===== config.mk =====
export PLATFORM = sky130hd
export DESIGN_NAME = alarm_controller_flat
export DESIGN_NICKNAME = d
export VERILOG_FILES = /design/src/rtl/alarm_controller_if.sv /design/src/rtl/alarm_controller.sv /design/src/flat_wrapper.sv
export SDC_FILE = /design/constraint.sdc
export NUM_CORES = 1
export LEC_CHECK = 0
export ABC_AREA = 1
export BUFFER_PORTS_ARGS = -buffer_cell sky130_fd_sc_hd__buf_4
export CAP_MARGIN = 10
export CORE_UTILIZATION = 53
export CTS_CLUSTER_SIZE = 30
export DETAILED_ROUTE_END_ITERATION = 8
export PLACE_DENSITY = 0.75
export SETUP_SLACK_MARGIN = 0.1
export SLEW_MARGIN = 25
export SYNTH_ARGS = -nofsm -noshare
export SYNTH_HDL_FRONTEND = slang
export SYNTH_SLANG_ARGS = --single-unit

===== constraint.sdc =====
create_clock -name clk_fast -period 1.8 [get_ports clk_fast]
set_input_delay 0.18 -clock clk_fast [delete_from_list [all_inputs] [get_ports clk_fast]]
set_output_delay 0.18 -clock clk_fast [all_outputs]
set_load 0.05 [all_outputs]

===== src/rtl/alarm_controller_if.sv =====
// Signal bundle between the alarm sequencer and its surroundings.
interface alarm_controller_if;
  // en and match are levels; tick_1hz, snooze and dismiss are one-cycle strobes
  // that are acted on in the cycle they are high, with no acknowledge.
  logic       en;
  logic       match;
  logic       tick_1hz;
  logic       snooze;
  logic       dismiss;
  logic [1:0] state;
  logic       ringing;
  logic       snooze_active;
  logic       beep;
  logic       output_blank;

  modport master (
    output en, match, tick_1hz, snooze, dismiss,
    input  state, ringing, snooze_active, beep, output_blank
  );

  modport slave (
    input  en, match, tick_1hz, snooze, dismiss,
    output state, ringing, snooze_active, beep, output_blank
  );
endinterface


===== src/rtl/alarm_controller.sv =====
// Alarm sequencer: arm/disarm, match-edge trigger, ring timeout, snooze cycle,
// beep tone and blink pattern for the display.
module alarm_controller #(
  parameter int RING_SECONDS   = 300,
  parameter int SNOOZE_SECONDS = 540,
  parameter int MAX_SNOOZE     = 3,
  parameter int TONE_DIV       = 16
) (
  input  logic              clk_fast,
  input  logic              reset,
  alarm_controller_if.slave bus
);

  localparam logic [1:0] S_IDLE    = 2'd0;
  localparam logic [1:0] S_ARMED   = 2'd1;
  localparam logic [1:0] S_RINGING = 2'd2;
  localparam logic [1:0] S_SNOOZE  = 2'd3;

  localparam int TW = (TONE_DIV > 1) ? $clog2(TONE_DIV) : 1;

  logic [1:0]    state_q, state_d;
  logic [11:0]   timer_q, timer_d;
  logic          gate_q, gate_d;
  logic [2:0]    snz_q, snz_d;
  logic          match_d;
  logic          trig;
  logic          tone_q;
  logic [TW-1:0] tone_cnt_q;

  assign trig = bus.match & ~match_d;

  always_comb begin
    state_d = state_q;
    timer_d = timer_q;
    gate_d  = gate_q;
    snz_d   = snz_q;
    case (state_q)
      S_IDLE: begin
        if (bus.en) state_d = S_ARMED;
      end
      S_ARMED: begin
        if (!bus.en) begin
          state_d = S_IDLE;
        end else if (trig) begin
          state_d = S_RINGING;
          timer_d = 12'(RING_SECONDS);
          gate_d  = 1'b1;
          snz_d   = 3'd0;
        end
      end
      S_RINGING: begin
        if (!bus.en) begin
          state_d = S_IDLE;
        end else if (bus.dismiss) begin
          state_d = S_ARMED;
        end else if (bus.snooze && (snz_q < 3'(MAX_SNOOZE))) begin
          state_d = S_SNOOZE;
          timer_d = 12'(SNOOZE_SECONDS);
          snz_d   = snz_q + 3'd1;
        end else if (bus.tick_1hz) begin
          if (timer_q == 12'd1) begin
            state_d = S_ARMED;
          end else begin
            timer_d = timer_q - 12'd1;
            gate_d  = ~gate_q;
          end
        end
      end
      default: begin
        if (!bus.en) begin
          state_d = S_IDLE;
        end else if (bus.dismiss) begin
          state_d = S_ARMED;
        end else if (bus.tick_1hz) begin
          if (timer_q == 12'd1) begin
            state_d = S_RINGING;
            timer_d = 12'(RING_SECONDS);
            gate_d  = 1'b1;
          end else begin
            timer_d = timer_q - 12'd1;
          end
        end
      end
    endcase
  end

  // match_d resets high so a reset inside the match minute cannot produce an edge.
  always_ff @(posedge clk_fast) begin
    if (reset) begin
      state_q <= S_IDLE;
      timer_q <= 12'd0;
      gate_q  <= 1'b0;
      snz_q   <= 3'd0;
      match_d <= 1'b1;
    end else begin
      state_q <= state_d;
      timer_q <= timer_d;
      gate_q  <= gate_d;
      snz_q   <= snz_d;
      match_d <= bus.match;
    end
  end

  always_ff @(posedge clk_fast) begin
    if (reset || (state_q != S_RINGING)) begin
      tone_cnt_q <= '0;
      tone_q     <= 1'b0;
    end else if (tone_cnt_q == TW'(TONE_DIV - 1)) begin
      tone_cnt_q <= '0;
      tone_q     <= ~tone_q;
    end else begin
      tone_cnt_q <= tone_cnt_q + 1'b1;
    end
  end

  assign bus.state         = state_q;
  assign bus.ringing       = (state_q == S_RINGING);
  assign bus.snooze_active = (state_q == S_SNOOZE);
  assign bus.beep          = (state_q == S_RINGING) & gate_q & tone_q;
  assign bus.output_blank  = ~((state_q == S_RINGING) & ~gate_q);

endmodule


===== src/flat_wrapper.sv =====
// flat-port wrapper written by rule: the top's interface ports become plain ports
module alarm_controller_flat 
#(
  parameter int RING_SECONDS   = 300,
  parameter int SNOOZE_SECONDS = 540,
  parameter int MAX_SNOOZE     = 3,
  parameter int TONE_DIV       = 16
)
  (clk_fast, reset, bus_en, bus_match, bus_tick_1hz, bus_snooze, bus_dismiss, bus_state, bus_ringing, bus_snooze_active, bus_beep, bus_output_blank);
  alarm_controller_if bus_i ();
  input  logic clk_fast;
  input  logic reset;
  input wire logic [$bits(bus_i.en)-1:0] bus_en;
  input wire logic [$bits(bus_i.match)-1:0] bus_match;
  input wire logic [$bits(bus_i.tick_1hz)-1:0] bus_tick_1hz;
  input wire logic [$bits(bus_i.snooze)-1:0] bus_snooze;
  input wire logic [$bits(bus_i.dismiss)-1:0] bus_dismiss;
  output wire logic [$bits(bus_i.state)-1:0] bus_state;
  output wire logic [$bits(bus_i.ringing)-1:0] bus_ringing;
  output wire logic [$bits(bus_i.snooze_active)-1:0] bus_snooze_active;
  output wire logic [$bits(bus_i.beep)-1:0] bus_beep;
  output wire logic [$bits(bus_i.output_blank)-1:0] bus_output_blank;
  assign bus_i.en = bus_en;
  assign bus_i.match = bus_match;
  assign bus_i.tick_1hz = bus_tick_1hz;
  assign bus_i.snooze = bus_snooze;
  assign bus_i.dismiss = bus_dismiss;
  assign bus_state = bus_i.state;
  assign bus_ringing = bus_i.ringing;
  assign bus_snooze_active = bus_i.snooze_active;
  assign bus_beep = bus_i.beep;
  assign bus_output_blank = bus_i.output_blank;
  alarm_controller #(.RING_SECONDS(RING_SECONDS), .SNOOZE_SECONDS(SNOOZE_SECONDS), .MAX_SNOOZE(MAX_SNOOZE), .TONE_DIV(TONE_DIV)) u_core (.clk_fast(clk_fast), .reset(reset), .bus(bus_i));
endmodule

Word level (Yosys, flattened, before mapping) --
Cells that the tools add are included.
Word-level totals: register bits after elaboration 24, bits in latches 0, memories 0, output and inout bits 6, bits in read-only memories 0, bits in writable memories 0
Operators by class: bitwise operators 9, $lt $le $gt $ge 1, equal/unequal tests 23, div/mod/pow operators 0, shift-type cells 0, mux-type cells 43, multipliers 0, reductions and logical operators 12, add/subtract/negate cells 3
Operator list (number):
- 12-bit 2-to-1 mux | 11
- 12-bit one-hot mux with 3 select lines | 1
- 2-bit 2-to-1 mux | 12
- 2-bit inequality test, second input constant | 8
- 3-bit 2-to-1 mux | 5
- 12-bit by 1-bit == test with 1-bit output, second input constant | 1
- 6-bit by 1-bit inequality test with 1-bit output, second input constant | 2
- 6-bit AND reduction | 2
- 12-bit by 1-bit subtractor with 12-bit output, second input constant | 1
- 1-bit 2-to-1 mux | 11
- 10-bit AND reduction | 1
- 3-bit by 2-bit inequality test with 1-bit output, second input constant | 3
- 8-bit AND reduction | 1
- 2-bit by 1-bit inequality test with 1-bit output, second input constant | 3
- 2-bit one-hot mux with 3 select lines | 1
- 3-bit one-hot mux with 2 select lines | 1
- 3-bit nonzero test | 2
- 5-bit by 3-bit inequality test with 1-bit output, second input constant | 1
- 5-bit by 4-bit inequality test with 1-bit output, second input constant | 1
- 1-bit inverter | 5
- 4-bit by 1-bit adder with 4-bit output, second input constant | 1
- 1-bit bitwise AND | 4
- 2-bit == test, second input constant | 2
- 4-bit == test, second input constant | 1
- other kinds (9) | 10

Depth between registers and ports, before layout --
Gate-level depths: netlist of run 1.
word-level depth 7, gate-level depth with buffers 12

Worst setup path before layout of run 1 --
Ideal clock, no wire load.
kind register -> register, start point register u_core.state_q[0] (netlist: u_core.bus.state[0]), end point register u_core.timer_q[11], setup slack -653 ps, library setup time 114 ps, arrival 2338 ps, stages on the path, launching flop included 13, path through dfxtp_1 > inv_1 > ha_1 > buf_2 > nand2_1 > nand2_1 > nor2_2 > nand2_2 > nor2_4 > buf_6 > nand4_1 > nand2_1 > nor2_1
Between the ends: cells in the longest elaborated chain, start to end 3, elaborated cells on any way between the ends 12, those cells by class eq/ne: 7; mux: 1; bitwise: 1; reduce/logical: 3
RTL lines:
- start: declaration | line alarm_controller.sv:21 | logic [1:0] state_q, state_d;
- start signal: assignment | line alarm_controller.sv:96 | state_q <= state_d;
- 2-bit == test *
- net bus_ringing | line flat_wrapper.sv:19 | output wire logic [$bits(bus_i.ringing)-1:0] bus_ringing;
- 3-bit by 2-bit inequality test with 1-bit output (no line), or another cell as far along
- 8-bit AND reduction (no line)
- end signal: assignment | line alarm_controller.sv:97 | timer_q <= timer_d;
- end: declaration | line alarm_controller.sv:22 | logic [11:0] timer_q, timer_d;
The timed path passes the listed nets; every way through them passes the cells marked *. A chain may end at the register's enable or synchronous reset.

Worst setup path in the final report of run 1 --
start point register u_core.state_q[0] (netlist: u_core.bus.state[0]), end point output bus_output_blank
Between the ends: cells in the longest elaborated chain, start to end 3
RTL lines:
- 2-bit == test | line alarm_controller.sv:120 | assign bus.output_blank = ~((state_q == S_RINGING) & ~gate_q);
- 1-bit bitwise AND | line alarm_controller.sv:120
- 1-bit inverter | line alarm_controller.sv:120
- end: declaration | line flat_wrapper.sv:22 | output wire logic [$bits(bus_i.output_blank)-1:0] bus_output_blank;
Every way passes these cells.

==> flow_results.xml, run 1 <==
<?xml version="1.0" encoding="UTF-8"?>
<metrics>
  <group name="outcome">
    <metric name="status" unit="">finished clean</metric>
  </group>
  <group name="cells_and_area">
    <metric name="layout_common_cells" unit="">sky130_fd_sc_hd__nand2_1, sky130_fd_sc_hd__inv_1, sky130_fd_sc_hd__nor2_1</metric>
    <metric name="mostFrequentLayoutCell" unit="">sky130_fd_sc_hd__nand2_1</metric>
    <metric name="fin_util" unit="%">70.72</metric>
    <metric name="final_layout_size_suffix_gt1_share" unit="%">23.55</metric>
    <metric name="final_nets" unit="">292</metric>
    <metric name="areaGrowthSynthToFinish" unit="%">24.56</metric>
    <metric name="stdcell_count" unit="">307</metric>
    <metric name="diodes" unit="">0</metric>
  </group>
  <group name="routing">
    <metric name="dr.first_iter.drc_count" unit="">73</metric>
    <metric name="route.detailed.drc" unit="">0</metric>
    <metric name="route.antenna.remaining_nets" unit="">0</metric>
    <metric name="detailroute.via_count" unit="">1642</metric>
    <metric name="wl_per_cell" unit="um">13.09</metric>
    <metric name="vias_per_cell" unit="">5.349</metric>
    <metric name="firstDrtPassIters" unit="">4</metric>
    <metric name="wl" unit="um">4019</metric>
  </group>
  <group name="global_route">
    <metric name="global_route.usage.met3" unit="%">2.535</metric>
    <metric name="globalRouteTotalUtil" unit="%">24.10</metric>
    <metric name="use_met1" unit="%">30.87</metric>
    <metric name="grt_first_pass_wirelength" unit="um">6113</metric>
    <metric name="first_global_vias" unit="">1415</metric>
    <metric name="met2_track_demand_over_resource" unit="%">42.02</metric>
    <metric name="antenna_found_initial" unit="">0</metric>
    <metric name="grt_start_max_net_pins" unit="">15</metric>
    <metric name="grt.busiest_layer" unit="">met2</metric>
    <metric name="grt-ovfl-total" unit="">0</metric>
  </group>
  <group name="sta">
    <metric name="finalClockSkew" unit="ns">0.01192</metric>
    <metric name="fin_setup_tns" unit="ns">0</metric>
    <metric name="fmax" unit="MHz">590.0</metric>
    <metric name="post-route-min-period" unit="ns">1.695</metric>
    <metric name="report.final.slew_viol_count" unit="">0</metric>
    <metric name="maxSlewHeadroom" unit="%">72.55</metric>
    <metric name="final_count_of_negative_setup_slack_endpoints" unit="">0</metric>
    <metric name="worst_slew_pin_slew" unit="ns">0.4086</metric>
    <metric name="final.setup.worst_slack" unit="ns">0.1051</metric>
    <metric name="grt_setup_unrepaired" unit="">yes</metric>
    <metric name="final_hold_violation_count" unit="">0</metric>
    <metric name="share_of_the_clock_period_used_by_the_worst_path_after_layout" unit="%">94.16</metric>
  </group>
  <group name="worst_setup_path">
    <metric name="critical_path_data_arrival_time" unit="ns">1.51</metric>
    <metric name="critPathSlowestCell" unit="">sky130_fd_sc_hd__dfxtp_4</metric>
    <metric name="ff2ff_path_depth" unit="">9</metric>
    <metric name="timing.rr.start" unit="">u_core.bus.state[0]</metric>
    <metric name="timing.reg2reg.setup_slack" unit="ns">0.15</metric>
    <metric name="rr_endpoint" unit="">u_core.gate_q</metric>
    <metric name="critical_path.startpoint_type" unit="">register</metric>
    <metric name="worstPathCellList" unit="">inv_4 -&gt; ha_4 -&gt; clkinvlp_4 -&gt; or2_4 -&gt; buf_6</metric>
    <metric name="worstSetupEndpointType" unit="">primary output</metric>
    <metric name="worst_ep_required_time" unit="ns">1.62</metric>
    <metric name="crit_fanout" unit="">6</metric>
    <metric name="cpPeakStageDelay" unit="ns">0.40</metric>
    <metric name="critPathKind" unit="">reg -&gt; out</metric>
  </group>
  <group name="cts">
    <metric name="ctsHoldBuffers" unit="">0</metric>
    <metric name="cts_root_buffer" unit="">sky130_fd_sc_hd__clkbuf_4</metric>
    <metric name="cts_max_level" unit="">1</metric>
    <metric name="worstSkewPairLatency" unit="ns">0.33</metric>
    <metric name="tritoncts_clock_tree" unit="">built</metric>
    <metric name="clkTransAtPathRegs" unit="ns">0.15</metric>
    <metric name="tritoncts.num_buffers" unit="">3</metric>
    <metric name="clock_sink_count" unit="">24</metric>
    <metric name="ctsLongestPathBuffers" unit="">2</metric>
  </group>
  <group name="yosys">
    <metric name="syn_area" unit="um2">1579</metric>
    <metric name="post_synth_and_or_nand_nor_area_fraction" unit="%">39.62</metric>
    <metric name="ys_seq_area_share" unit="%">30.43</metric>
    <metric name="synth_cells" unit="">249</metric>
    <metric name="yosysWarningCount" unit="">0</metric>
    <metric name="synth_compound_area_share" unit="%">13.31</metric>
    <metric name="synth.area.mux_share" unit="%">0</metric>
    <metric name="synth_cell_type_count" unit="">26</metric>
    <metric name="synth.net_count" unit="">264</metric>
    <metric name="post_synth.cell_area_avg" unit="um2">6.341</metric>
    <metric name="synthAdderAreaFrac" unit="%">6.339</metric>
    <metric name="synth-xor-area-share" unit="%">1.664</metric>
    <metric name="flip_flop_and_latch_count_after_synthesis" unit="">24</metric>
    <metric name="dominant_combinational_cell_family_by_area_after_synthesis" unit="">simple AND/OR/NAND/NOR gates</metric>
  </group>
  <group name="floorplan">
    <metric name="rows" unit="">19</metric>
    <metric name="io-pin-count" unit="">13</metric>
    <metric name="design.die.area" unit="um2">3201</metric>
    <metric name="fp.coreArea" unit="um2">2781</metric>
    <metric name="floorplan.initialDensity" unit="%">56.77</metric>
    <metric name="die-height" unit="um">56.58</metric>
    <metric name="die_x" unit="um">56.58</metric>
  </group>
  <group name="power">
    <metric name="cellPowerDensity" unit="nW/um2">1821</metric>
    <metric name="power.ir.vdd_worst" unit="mV">1.350</metric>
    <metric name="total_leakage_power" unit="nW">0.9313</metric>
    <metric name="pnr_total_power" unit="mW">3.583</metric>
  </group>
  <group name="place">
    <metric name="post-place-ws" unit="ns">0.05656</metric>
    <metric name="place.detailed.hpwl" unit="um">2645</metric>
    <metric name="place.gp.congestion" unit="">0.9152</metric>
    <metric name="placedCellCount" unit="">292</metric>
    <metric name="portBuffers" unit="">12</metric>
  </group>
  <group name="run">
    <metric name="cap_violations" unit="">0</metric>
  </group>
  <group name="worst_hold_path">
    <metric name="cell_depth_of_the_worst_min_delay_path" unit="">2</metric>
    <metric name="min-delay-path-class" unit="">in -&gt; reg</metric>
    <metric name="hold_path.startpoint" unit="">bus_match</metric>
    <metric name="holdPathEnd" unit="">u_core.match_d</metric>
  </group>
</metrics>
[synth_stat cells]
cell type / number / area [um2]
sky130_fd_sc_hd__clkbuf_1: 1 / 3.750
sky130_fd_sc_hd__nand2_1: 65 / 244.0
sky130_fd_sc_hd__or2_1: 1 / 6.260
sky130_fd_sc_hd__nand3b_1: 1 / 7.510
sky130_fd_sc_hd__o21ai_2: 1 / 8.760
sky130_fd_sc_hd__nor2_2: 2 / 12.51
sky130_fd_sc_hd__or2_2: 3 / 18.77
sky130_fd_sc_hd__nor3_1: 4 / 20.02
sky130_fd_sc_hd__a21oi_1: 18 / 90.09
sky130_fd_sc_hd__a22oi_1: 2 / 15.01
sky130_fd_sc_hd__inv_1: 31 / 116.4
sky130_fd_sc_hd__ha_1: 8 / 100.1
sky130_fd_sc_hd__o21ai_1: 1 / 5.000
sky130_fd_sc_hd__xor2_1: 2 / 17.52
sky130_fd_sc_hd__nor2_1: 32 / 120.1
sky130_fd_sc_hd__dfxtp_1: 24 / 480.5
sky130_fd_sc_hd__buf_2: 1 / 5.000
sky130_fd_sc_hd__buf_6: 1 / 11.26
sky130_fd_sc_hd__nand3_1: 20 / 100.1
sky130_fd_sc_hd__nor2_4: 2 / 22.52
sky130_fd_sc_hd__o21ai_0: 17 / 85.08
sky130_fd_sc_hd__nand4_1: 4 / 25.02
sky130_fd_sc_hd__a31oi_1: 1 / 6.260
sky130_fd_sc_hd__nand3_2: 3 / 30.03
sky130_fd_sc_hd__nand2_2: 3 / 18.77
sky130_fd_sc_hd__xnor2_1: 1 / 8.760
[where the power goes]
group	switching [mW]	leakage, nW	internal [mW]
Sequential	0.123	0.196	0.663
Clock	0.179	0.0261	0.170
Combinational	1.54	0.709	0.905
[routing by layer]
layer,vias up,wire length [um]
met5,-,0
met4,0,95
met3,11,152
met2,39,1966
met1,733,1804
li1,859,-
[area by class of cell]
class,count,area (um2)
Clock buffer,4,47.55
Timing Repair Buffer,26,227.7
Sequential cell,24,488.0
Fill cell,247,814.5
Inverter,31,125.1
Tap cell,31,38.79
Multi-Input combinational cell,191,1040
[worst max-delay path, delay by kind of cell, from the launching register on]
kind	cells	cell delay, ns
adder cells (fa/ha/maj)	1	0.16
flip-flops	1	0.40
buffers and inverters	3	0.36
AND/OR/NAND/NOR	1	0.26
[sequential cells by signal, summed over array words and instances (netlist names)]
signal	flops
u_core.bus.state	2
u_core.gate_q	1
u_core.match_d	1
u_core.snz_q	3
u_core.timer_q	12
u_core.tone_cnt_q	4
u_core.tone_q	1
[kinds of logic (layout without fill, tap and decap cells)]
family	Yosys count	after routing
simple gates	140	140
compound gates	40	40
buf+inv	34	61
flops	24	24
fa+ha+maj	8	8
xor+xnor	3	3
[worst max-delay path by stage]
stage | from | end | slack (ns) | cells after the start
floorplan | u_core.bus.state[0] | u_core.timer_q[11] | 0.03 | 12
global placement | u_core.bus.state[1] | u_core.timer_q[0] | 0.1 | 12
detailed placement | u_core.bus.state[1] | u_core.timer_q[11] | 0.06 | 12
CTS | u_core.bus.state[0] | bus_output_blank | 0.11 | 5
global route | u_core.bus.state[1] | u_core.timer_q[11] | 0.04 | 12
finish | u_core.bus.state[0] | bus_output_blank | 0.11 | 5
[what timing repair did]
| action | in CTS | in global routing |
|---|---|---|
| cloned | 0 | 1 |
| buffers inserted | 3 | 7 |
| endpoints found under the setup margin | 11 | 17 |
| pin swaps | 0 | 5 |
| resized for setup | 3 | 20 |
[per-stage QoR]
stage | instance area, um2 | hold WS, ns
finish | 1967 | 0.03546
global route | 1967 | 0.01780
CTS | 1833 | 0.03706
detailed placement | 1750 | 0.3829
global placement | 1750 | 0.3798
floorplan | 1625 | 0.2866
(Power assumes the default switching activity.)
==> run 2: changes to the inputs <==
--- a/config.mk
+++ b/config.mk
@@ -8,6 +8,7 @@
 export ABC_AREA = 1
 export BUFFER_PORTS_ARGS = -buffer_cell sky130_fd_sc_hd__buf_4
 export CAP_MARGIN = 10
+export CORE_ASPECT_RATIO = 0.7
 export CORE_UTILIZATION = 53
 export CTS_CLUSTER_SIZE = 30
 export DETAILED_ROUTE_END_ITERATION = 8
==> run 2 against run 1 <==
Final area is 1.1% higher; global-route usage grew 0.75 points; worst setup slack barely moved; clock skew shrank 0.0050 ns; final cell count rose by 1.6%; total power is 1.3% higher; core utilization is 0.28 points lower; routed wire length down 0.47%; die area is 0.12% higher; clock power is 23% higher; largest power group unchanged.
==> flow_results.xml, run 2 (same netlist as run 1, synthesis figures left out) <==
<?xml version="1.0" encoding="UTF-8"?>
<metrics>
  <group name="cells_and_area">
    <metric name="areaGrowthSynthToFinish" unit="%">25.91</metric>
    <metric name="design_area" unit="um2">1988</metric>
    <metric name="fin_util" unit="%">70.43</metric>
    <metric name="final_nets" unit="">292</metric>
    <metric name="diodes" unit="">0</metric>
    <metric name="registers.top_by_ff_count" unit="">u_core.timer_q</metric>
    <metric name="final_layout_size_suffix_gt1_share" unit="%">23.19</metric>
    <metric name="layout_common_cells" unit="">sky130_fd_sc_hd__nand2_1, sky130_fd_sc_hd__inv_1, sky130_fd_sc_hd__nor2_1</metric>
    <metric name="largest_registers" unit="">u_core.timer_q: 12 flops, u_core.tone_cnt_q: 4 flops, u_core.snz_q: 3 flops</metric>
    <metric name="largest_register_ffs" unit="">12</metric>
    <metric name="stdcell_count" unit="">312</metric>
    <metric name="mostFrequentLayoutCell" unit="">sky130_fd_sc_hd__nand2_1</metric>
  </group>
  <group name="sta">
    <metric name="fin_setup_tns" unit="ns">0</metric>
    <metric name="fmax" unit="MHz">590.2</metric>
    <metric name="report.final.slew_viol_count" unit="">0</metric>
    <metric name="finalClockSkew" unit="ns">0.006944</metric>
    <metric name="final_worst_hold_slack" unit="ns">0.1024</metric>
    <metric name="grt_setup_unrepaired" unit="">yes</metric>
    <metric name="worst_slew_pin_slew" unit="ns">0.3549</metric>
    <metric name="share_of_the_clock_period_used_by_the_worst_path_after_layout" unit="%">94.14</metric>
    <metric name="post-route-min-period" unit="ns">1.694</metric>
    <metric name="final_count_of_negative_setup_slack_endpoints" unit="">0</metric>
    <metric name="maxSlewHeadroom" unit="%">76.16</metric>
    <metric name="final.setup.worst_slack" unit="ns">0.1055</metric>
    <metric name="final_hold_violation_count" unit="">0</metric>
  </group>
  <group name="global_route">
    <metric name="globalRouteTotalUtil" unit="%">24.84</metric>
    <metric name="grt-ovfl-total" unit="">0</metric>
    <metric name="antenna_found_initial" unit="">0</metric>
    <metric name="grt_first_pass_wirelength" unit="um">5885</metric>
    <metric name="grt_start_max_net_pins" unit="">15</metric>
    <metric name="first_global_vias" unit="">1347</metric>
  </group>
  <group name="worst_setup_path">
    <metric name="critPathKind" unit="">reg -&gt; reg</metric>
    <metric name="crit_fanout" unit="">6</metric>
    <metric name="worstPathCellList" unit="">inv_4 -&gt; ha_4 -&gt; buf_6 -&gt; nand2_4 -&gt; nand2_4 -&gt; nor2_4 -&gt; nand2_2 -&gt; nor2_4 -&gt; buf_6 -&gt; nor2_2 -&gt; o21ai_1 -&gt; inv_1</metric>
    <metric name="critPathSlowestCell" unit="">sky130_fd_sc_hd__dfxtp_4</metric>
    <metric name="worst_ep_required_time" unit="ns">1.97</metric>
    <metric name="critical_path.startpoint_type" unit="">register</metric>
    <metric name="worstSetupEndpointType" unit="">register</metric>
    <metric name="buf_inv_stages_crit_path" unit="">4</metric>
    <metric name="timing.critical_path.max_delay_family" unit="">simple AND/OR/NAND/NOR gates</metric>
    <metric name="critical_path_data_arrival_time" unit="ns">1.87</metric>
    <metric name="cpPeakStageDelay" unit="ns">0.41</metric>
  </group>
  <group name="place">
    <metric name="post-place-ws" unit="ns">0.003315</metric>
    <metric name="place.gp.congestion" unit="">0.9302</metric>
    <metric name="placed_area" unit="um2">1764</metric>
    <metric name="place.detailed.hpwl" unit="um">2803</metric>
    <metric name="portBuffers" unit="">12</metric>
    <metric name="placedCellCount" unit="">298</metric>
  </group>
  <group name="floorplan">
    <metric name="fp.coreArea" unit="um2">2823</metric>
    <metric name="design.die.area" unit="um2">3205</metric>
    <metric name="die-height" unit="um">47.67</metric>
    <metric name="floorplan.initialDensity" unit="%">55.94</metric>
    <metric name="die_x" unit="um">67.24</metric>
    <metric name="rows" unit="">16</metric>
    <metric name="io-pin-count" unit="">13</metric>
  </group>
  <group name="routing">
    <metric name="route.antenna.remaining_nets" unit="">0</metric>
    <metric name="wl" unit="um">4000</metric>
    <metric name="firstDrtPassIters" unit="">4</metric>
    <metric name="dr.first_iter.drc_count" unit="">117</metric>
    <metric name="wl_per_cell" unit="um">12.82</metric>
    <metric name="vias_per_cell" unit="">5.337</metric>
    <metric name="detailroute.via_count" unit="">1665</metric>
    <metric name="route.detailed.drc" unit="">0</metric>
  </group>
  <group name="power">
    <metric name="pnr_total_power" unit="mW">3.628</metric>
    <metric name="swShare" unit="%">51.01</metric>
    <metric name="power.share.clock" unit="%">11.9</metric>
    <metric name="p_seq_share" unit="%">22.0</metric>
    <metric name="cell_internal_pwr" unit="mW">1.777</metric>
    <metric name="switching_power" unit="mW">1.851</metric>
    <metric name="cellPowerDensity" unit="nW/um2">1825</metric>
    <metric name="comb_power_share" unit="%">66.2</metric>
    <metric name="power.ir.vdd_worst" unit="mV">0.9859</metric>
    <metric name="total_leakage_power" unit="nW">0.9389</metric>
  </group>
  <group name="worst_hold_path">
    <metric name="min-delay-path-class" unit="">in -&gt; reg</metric>
  </group>
  <group name="cts">
    <metric name="clkTransAtPathRegs" unit="ns">0.10</metric>
    <metric name="ctsLongestPathBuffers" unit="">2</metric>
    <metric name="clock_sink_count" unit="">24</metric>
    <metric name="tritoncts.num_buffers" unit="">3</metric>
    <metric name="cts_max_level" unit="">1</metric>
    <metric name="tritoncts_clock_tree" unit="">built</metric>
    <metric name="worstSkewPairLatency" unit="ns">0.27</metric>
    <metric name="ctsHoldBuffers" unit="">0</metric>
    <metric name="cts_root_buffer" unit="">sky130_fd_sc_hd__clkbuf_8</metric>
  </group>
  <group name="outcome">
    <metric name="status" unit="">finished clean</metric>
  </group>
  <group name="run">
    <metric name="cap_violations" unit="">0</metric>
  </group>
</metrics>
-- run 2: cell types whose count changed in the layout (fill, tap and decap cells not counted), moves of 2 or more --
cell,before,now
sky130_fd_sc_hd__clkbuf_8,0,3
sky130_fd_sc_hd__nand2_2,7,4
sky130_fd_sc_hd__clkbuf_4,3,0
sky130_fd_sc_hd__a21oi_2,0,2
sky130_fd_sc_hd__nor2_2,7,5
sky130_fd_sc_hd__nand2_4,2,4
sky130_fd_sc_hd__a21oi_1,18,16
-- run 2: final timing paths --
path,startpoint,end,slack (ns),depth (start not counted)
max,u_core.bus.state[0],u_core.timer_q[0],0.11,12
min,bus_match,u_core.match_d,0.10,2
max reg2reg,u_core.bus.state[0],u_core.timer_q[0],0.11,12
min reg2reg,u_core.tone_cnt_q[0],u_core.tone_cnt_q[0],0.45,1
-- run 2: per-layer routing --
layer	share of wire (%)	track usage [%]
met1	49	36.60
met2	43	37.80
met3	7.2	5.476
met4	0.25	3.404
met5	0	0
-- run 2: area by class of cell --
cell class	count	area (um2)
Clock buffer	4	66.31
Fill cell	249	834.6
Sequential cell	24	488.0
Inverter	31	118.9
Tap cell	36	45.04
Multi-Input combinational cell	191	1055
Timing Repair Buffer	26	215.2
-- run 2: what timing repair did --
item / CTS / global route
resized for setup: 3 / 17
setup endpoints to repair: 12 / 16
buffers inserted: 4 / 6
pin swaps: 0 / 8
-- run 2: power by group through the flow --
stage | clock (mW) | combinational, mW | sequential (mW)
after global routing | 0.456 | 2.64 | 0.813
after detailed placement | 0 | 2.08 | 0.791
after global placement | 0 | 2.06 | 0.785
final | 0.431 | 2.40 | 0.796
after CTS | 0.442 | 2.15 | 0.785
after floorplan | 0 | 1.58 | 0.836
==> run 3: changes to the inputs <==
--- a/config.mk
+++ b/config.mk
@@ -9,10 +9,10 @@
 export BUFFER_PORTS_ARGS = -buffer_cell sky130_fd_sc_hd__buf_4
 export CAP_MARGIN = 10
 export CORE_ASPECT_RATIO = 0.7
-export CORE_UTILIZATION = 53
+export CORE_UTILIZATION = 50
 export CTS_CLUSTER_SIZE = 30
 export DETAILED_ROUTE_END_ITERATION = 8
-export PLACE_DENSITY = 0.75
+export PLACE_DENSITY = 0.71
 export SETUP_SLACK_MARGIN = 0.1
 export SLEW_MARGIN = 25
 export SYNTH_ARGS = -nofsm -noshare
==> run 3 against run 2 <==
Global-route usage is 1.6 points lower; via count is 1.2% lower; worst setup slack better by 0.024 ns; final area is 0.19% higher; combinational power is 3% higher; final cell count is 0.64% higher; core utilization is 1.8 points lower; non-clock buffer count is 2 higher; critical endpoint is now u_core.timer_q[2]; sequential power is 2% lower.
==> flow_results.xml, run 3 (same netlist as run 1, synthesis figures left out) <==
<?xml version="1.0" encoding="UTF-8"?>
<metrics>
  <group name="power">
    <metric name="total_leakage_power" unit="nW">0.9458</metric>
    <metric name="cellPowerDensity" unit="nW/um2">1846</metric>
    <metric name="power.ir.vdd_worst" unit="mV">0.8813</metric>
    <metric name="pnr_total_power" unit="mW">3.677</metric>
  </group>
  <group name="cts">
    <metric name="cts_max_level" unit="">1</metric>
    <metric name="ctsLongestPathBuffers" unit="">2</metric>
    <metric name="clock_sink_count" unit="">24</metric>
    <metric name="worstSkewPairLatency" unit="ns">0.27</metric>
    <metric name="clkTransAtPathRegs" unit="ns">0.10</metric>
    <metric name="tritoncts_clock_tree" unit="">built</metric>
    <metric name="tritoncts.num_buffers" unit="">3</metric>
    <metric name="cts_root_buffer" unit="">sky130_fd_sc_hd__clkbuf_8</metric>
  </group>
  <group name="global_route">
    <metric name="grt_first_pass_wirelength" unit="um">6258</metric>
    <metric name="first_global_vias" unit="">1360</metric>
    <metric name="antenna_found_initial" unit="">0</metric>
    <metric name="globalRouteTotalUtil" unit="%">23.22</metric>
    <metric name="grt_start_max_net_pins" unit="">15</metric>
    <metric name="grt-ovfl-total" unit="">0</metric>
  </group>
  <group name="cells_and_area">
    <metric name="largest_registers" unit="">u_core.timer_q: 12 flops, u_core.tone_cnt_q: 4 flops, u_core.snz_q: 3 flops</metric>
    <metric name="registers.top_by_ff_count" unit="">u_core.timer_q</metric>
    <metric name="diodes" unit="">0</metric>
    <metric name="areaGrowthSynthToFinish" unit="%">26.15</metric>
    <metric name="stdcell_count" unit="">314</metric>
    <metric name="largest_register_ffs" unit="">12</metric>
    <metric name="design_area" unit="um2">1992</metric>
    <metric name="final_nets" unit="">294</metric>
    <metric name="final_layout_size_suffix_gt1_share" unit="%">24.46</metric>
    <metric name="mostFrequentLayoutCell" unit="">sky130_fd_sc_hd__nand2_1</metric>
    <metric name="filler_cell_count" unit="">265</metric>
    <metric name="layout_common_cells" unit="">sky130_fd_sc_hd__nand2_1, sky130_fd_sc_hd__inv_1, sky130_fd_sc_hd__nor2_1</metric>
  </group>
  <group name="worst_setup_path">
    <metric name="worstPathCellList" unit="">buf_6 -&gt; ha_4 -&gt; buf_4 -&gt; nand4_1 -&gt; nand2_1 -&gt; a21oi_1 -&gt; o21ai_1 -&gt; o21ai_0 -&gt; nor2_1</metric>
    <metric name="critical_path_depth" unit="">9</metric>
    <metric name="timing.critical_path.max_delay_family" unit="">simple AND/OR/NAND/NOR gates</metric>
    <metric name="critPathSlowestCell" unit="">sky130_fd_sc_hd__dfxtp_4</metric>
    <metric name="worstSetupEndpointType" unit="">register</metric>
    <metric name="buf_inv_stages_crit_path" unit="">2</metric>
    <metric name="critPathKind" unit="">reg -&gt; reg</metric>
    <metric name="crit_fanout" unit="">6</metric>
    <metric name="worst_ep_required_time" unit="ns">2.01</metric>
    <metric name="cpPeakStageDelay" unit="ns">0.37</metric>
    <metric name="critical_path_data_arrival_time" unit="ns">1.88</metric>
    <metric name="critical_path.startpoint_type" unit="">register</metric>
    <metric name="ff2ff_path_depth" unit="">9</metric>
    <metric name="timing.reg2reg.setup_slack" unit="ns">0.13</metric>
  </group>
  <group name="floorplan">
    <metric name="fp.coreArea" unit="um2">2903</metric>
    <metric name="die_x" unit="um">69.17</metric>
    <metric name="floorplan.initialDensity" unit="%">54.40</metric>
    <metric name="io-pin-count" unit="">13</metric>
    <metric name="die-height" unit="um">49.02</metric>
    <metric name="rows" unit="">16</metric>
    <metric name="design.die.area" unit="um2">3390</metric>
  </group>
  <group name="place">
    <metric name="place.detailed.hpwl" unit="um">2792</metric>
    <metric name="placedCellCount" unit="">300</metric>
    <metric name="post-place-ws" unit="ns">0.01363</metric>
    <metric name="portBuffers" unit="">12</metric>
    <metric name="placed_area" unit="um2">1779</metric>
    <metric name="place.gp.congestion" unit="">0.9147</metric>
  </group>
  <group name="routing">
    <metric name="route.antenna.remaining_nets" unit="">0</metric>
    <metric name="wl_per_cell" unit="um">12.43</metric>
    <metric name="detailroute.via_count" unit="">1645</metric>
    <metric name="route.detailed.drc" unit="">0</metric>
    <metric name="firstDrtPassIters" unit="">4</metric>
    <metric name="vias_per_cell" unit="">5.239</metric>
    <metric name="dr.first_iter.drc_count" unit="">181</metric>
    <metric name="wl" unit="um">3903</metric>
  </group>
  <group name="worst_hold_path">
    <metric name="min-delay-path-class" unit="">in -&gt; reg</metric>
    <metric name="cell_depth_of_the_worst_min_delay_path" unit="">2</metric>
  </group>
  <group name="sta">
    <metric name="finalClockSkew" unit="ns">0.007931</metric>
    <metric name="final_hold_violation_count" unit="">0</metric>
    <metric name="grt_setup_unrepaired" unit="">yes</metric>
    <metric name="final.setup.worst_slack" unit="ns">0.1299</metric>
    <metric name="maxSlewHeadroom" unit="%">74.74</metric>
    <metric name="share_of_the_clock_period_used_by_the_worst_path_after_layout" unit="%">92.78</metric>
    <metric name="post-route-min-period" unit="ns">1.670</metric>
    <metric name="final_count_of_negative_setup_slack_endpoints" unit="">0</metric>
    <metric name="worst_slew_pin_slew" unit="ns">0.3759</metric>
    <metric name="fin_setup_tns" unit="ns">0</metric>
    <metric name="report.final.slew_viol_count" unit="">0</metric>
    <metric name="fmax" unit="MHz">598.8</metric>
  </group>
  <group name="run">
    <metric name="cap_violations" unit="">0</metric>
  </group>
  <group name="outcome">
    <metric name="status" unit="">finished clean</metric>
  </group>
</metrics>
## run 3: path summary, 6_finish.rpt
path | endpoint | startpoint
setup / recovery | u_core.timer_q[2] | u_core.bus.state[1]
hold / removal | u_core.match_d | bus_match
setup reg to reg | u_core.timer_q[2] | u_core.bus.state[1]
hold reg to reg | u_core.tone_cnt_q[0] | u_core.tone_cnt_q[0]
## run 3: area by class of cell
cell class / count / area (um2) / area share (%)
Multi-Input combinational cell: 191 / 1046 / 52.51
Sequential cell: 24 / 488.0 / 24.50
Timing Repair Buffer: 28 / 225.2 / 11.31
Inverter: 31 / 121.4 / 6.093
Clock buffer: 4 / 66.31 / 3.329
Tap cell: 36 / 45.04 / 2.261
## run 3: power breakdown
group	total [mW]	internal, mW	switching [mW]
logic	2.46	0.913	1.55
registers	0.777	0.663	0.114
clock network	0.439	0.242	0.197
## run 3: through the flow
step           utilization (%)  hold slack (ns)
6_report                 68.62           0.1047
3_5_place_dp             61.29           0.3858
2_1_floorplan                -           0.2866
5_1_grt                  68.62          0.09066
4_1_cts                  64.91           0.1015
3_3_place_gp             61.29           0.3811
## run 3: what timing repair did
action,in CTS,in global routing
hold buffers,0,0
hold endpoints to repair,0,0
endpoints found under the setup margin,10,16
gates resized for setup,4,21
pin swaps,1,13
buffers inserted,3,7
## run 3: routing by layer
| layer | up-vias | track usage [%] | share of wire [%] |
|---|---|---|---|
| met5 | - | 0 | 0 |
| li1 | 860 | - | - |
| met3 | 2 | 5.579 | 7.6 |
| met1 | 728 | 36.15 | 51 |
| met2 | 55 | 31.88 | 41 |
| met4 | 0 | 4.762 | 0.36 |
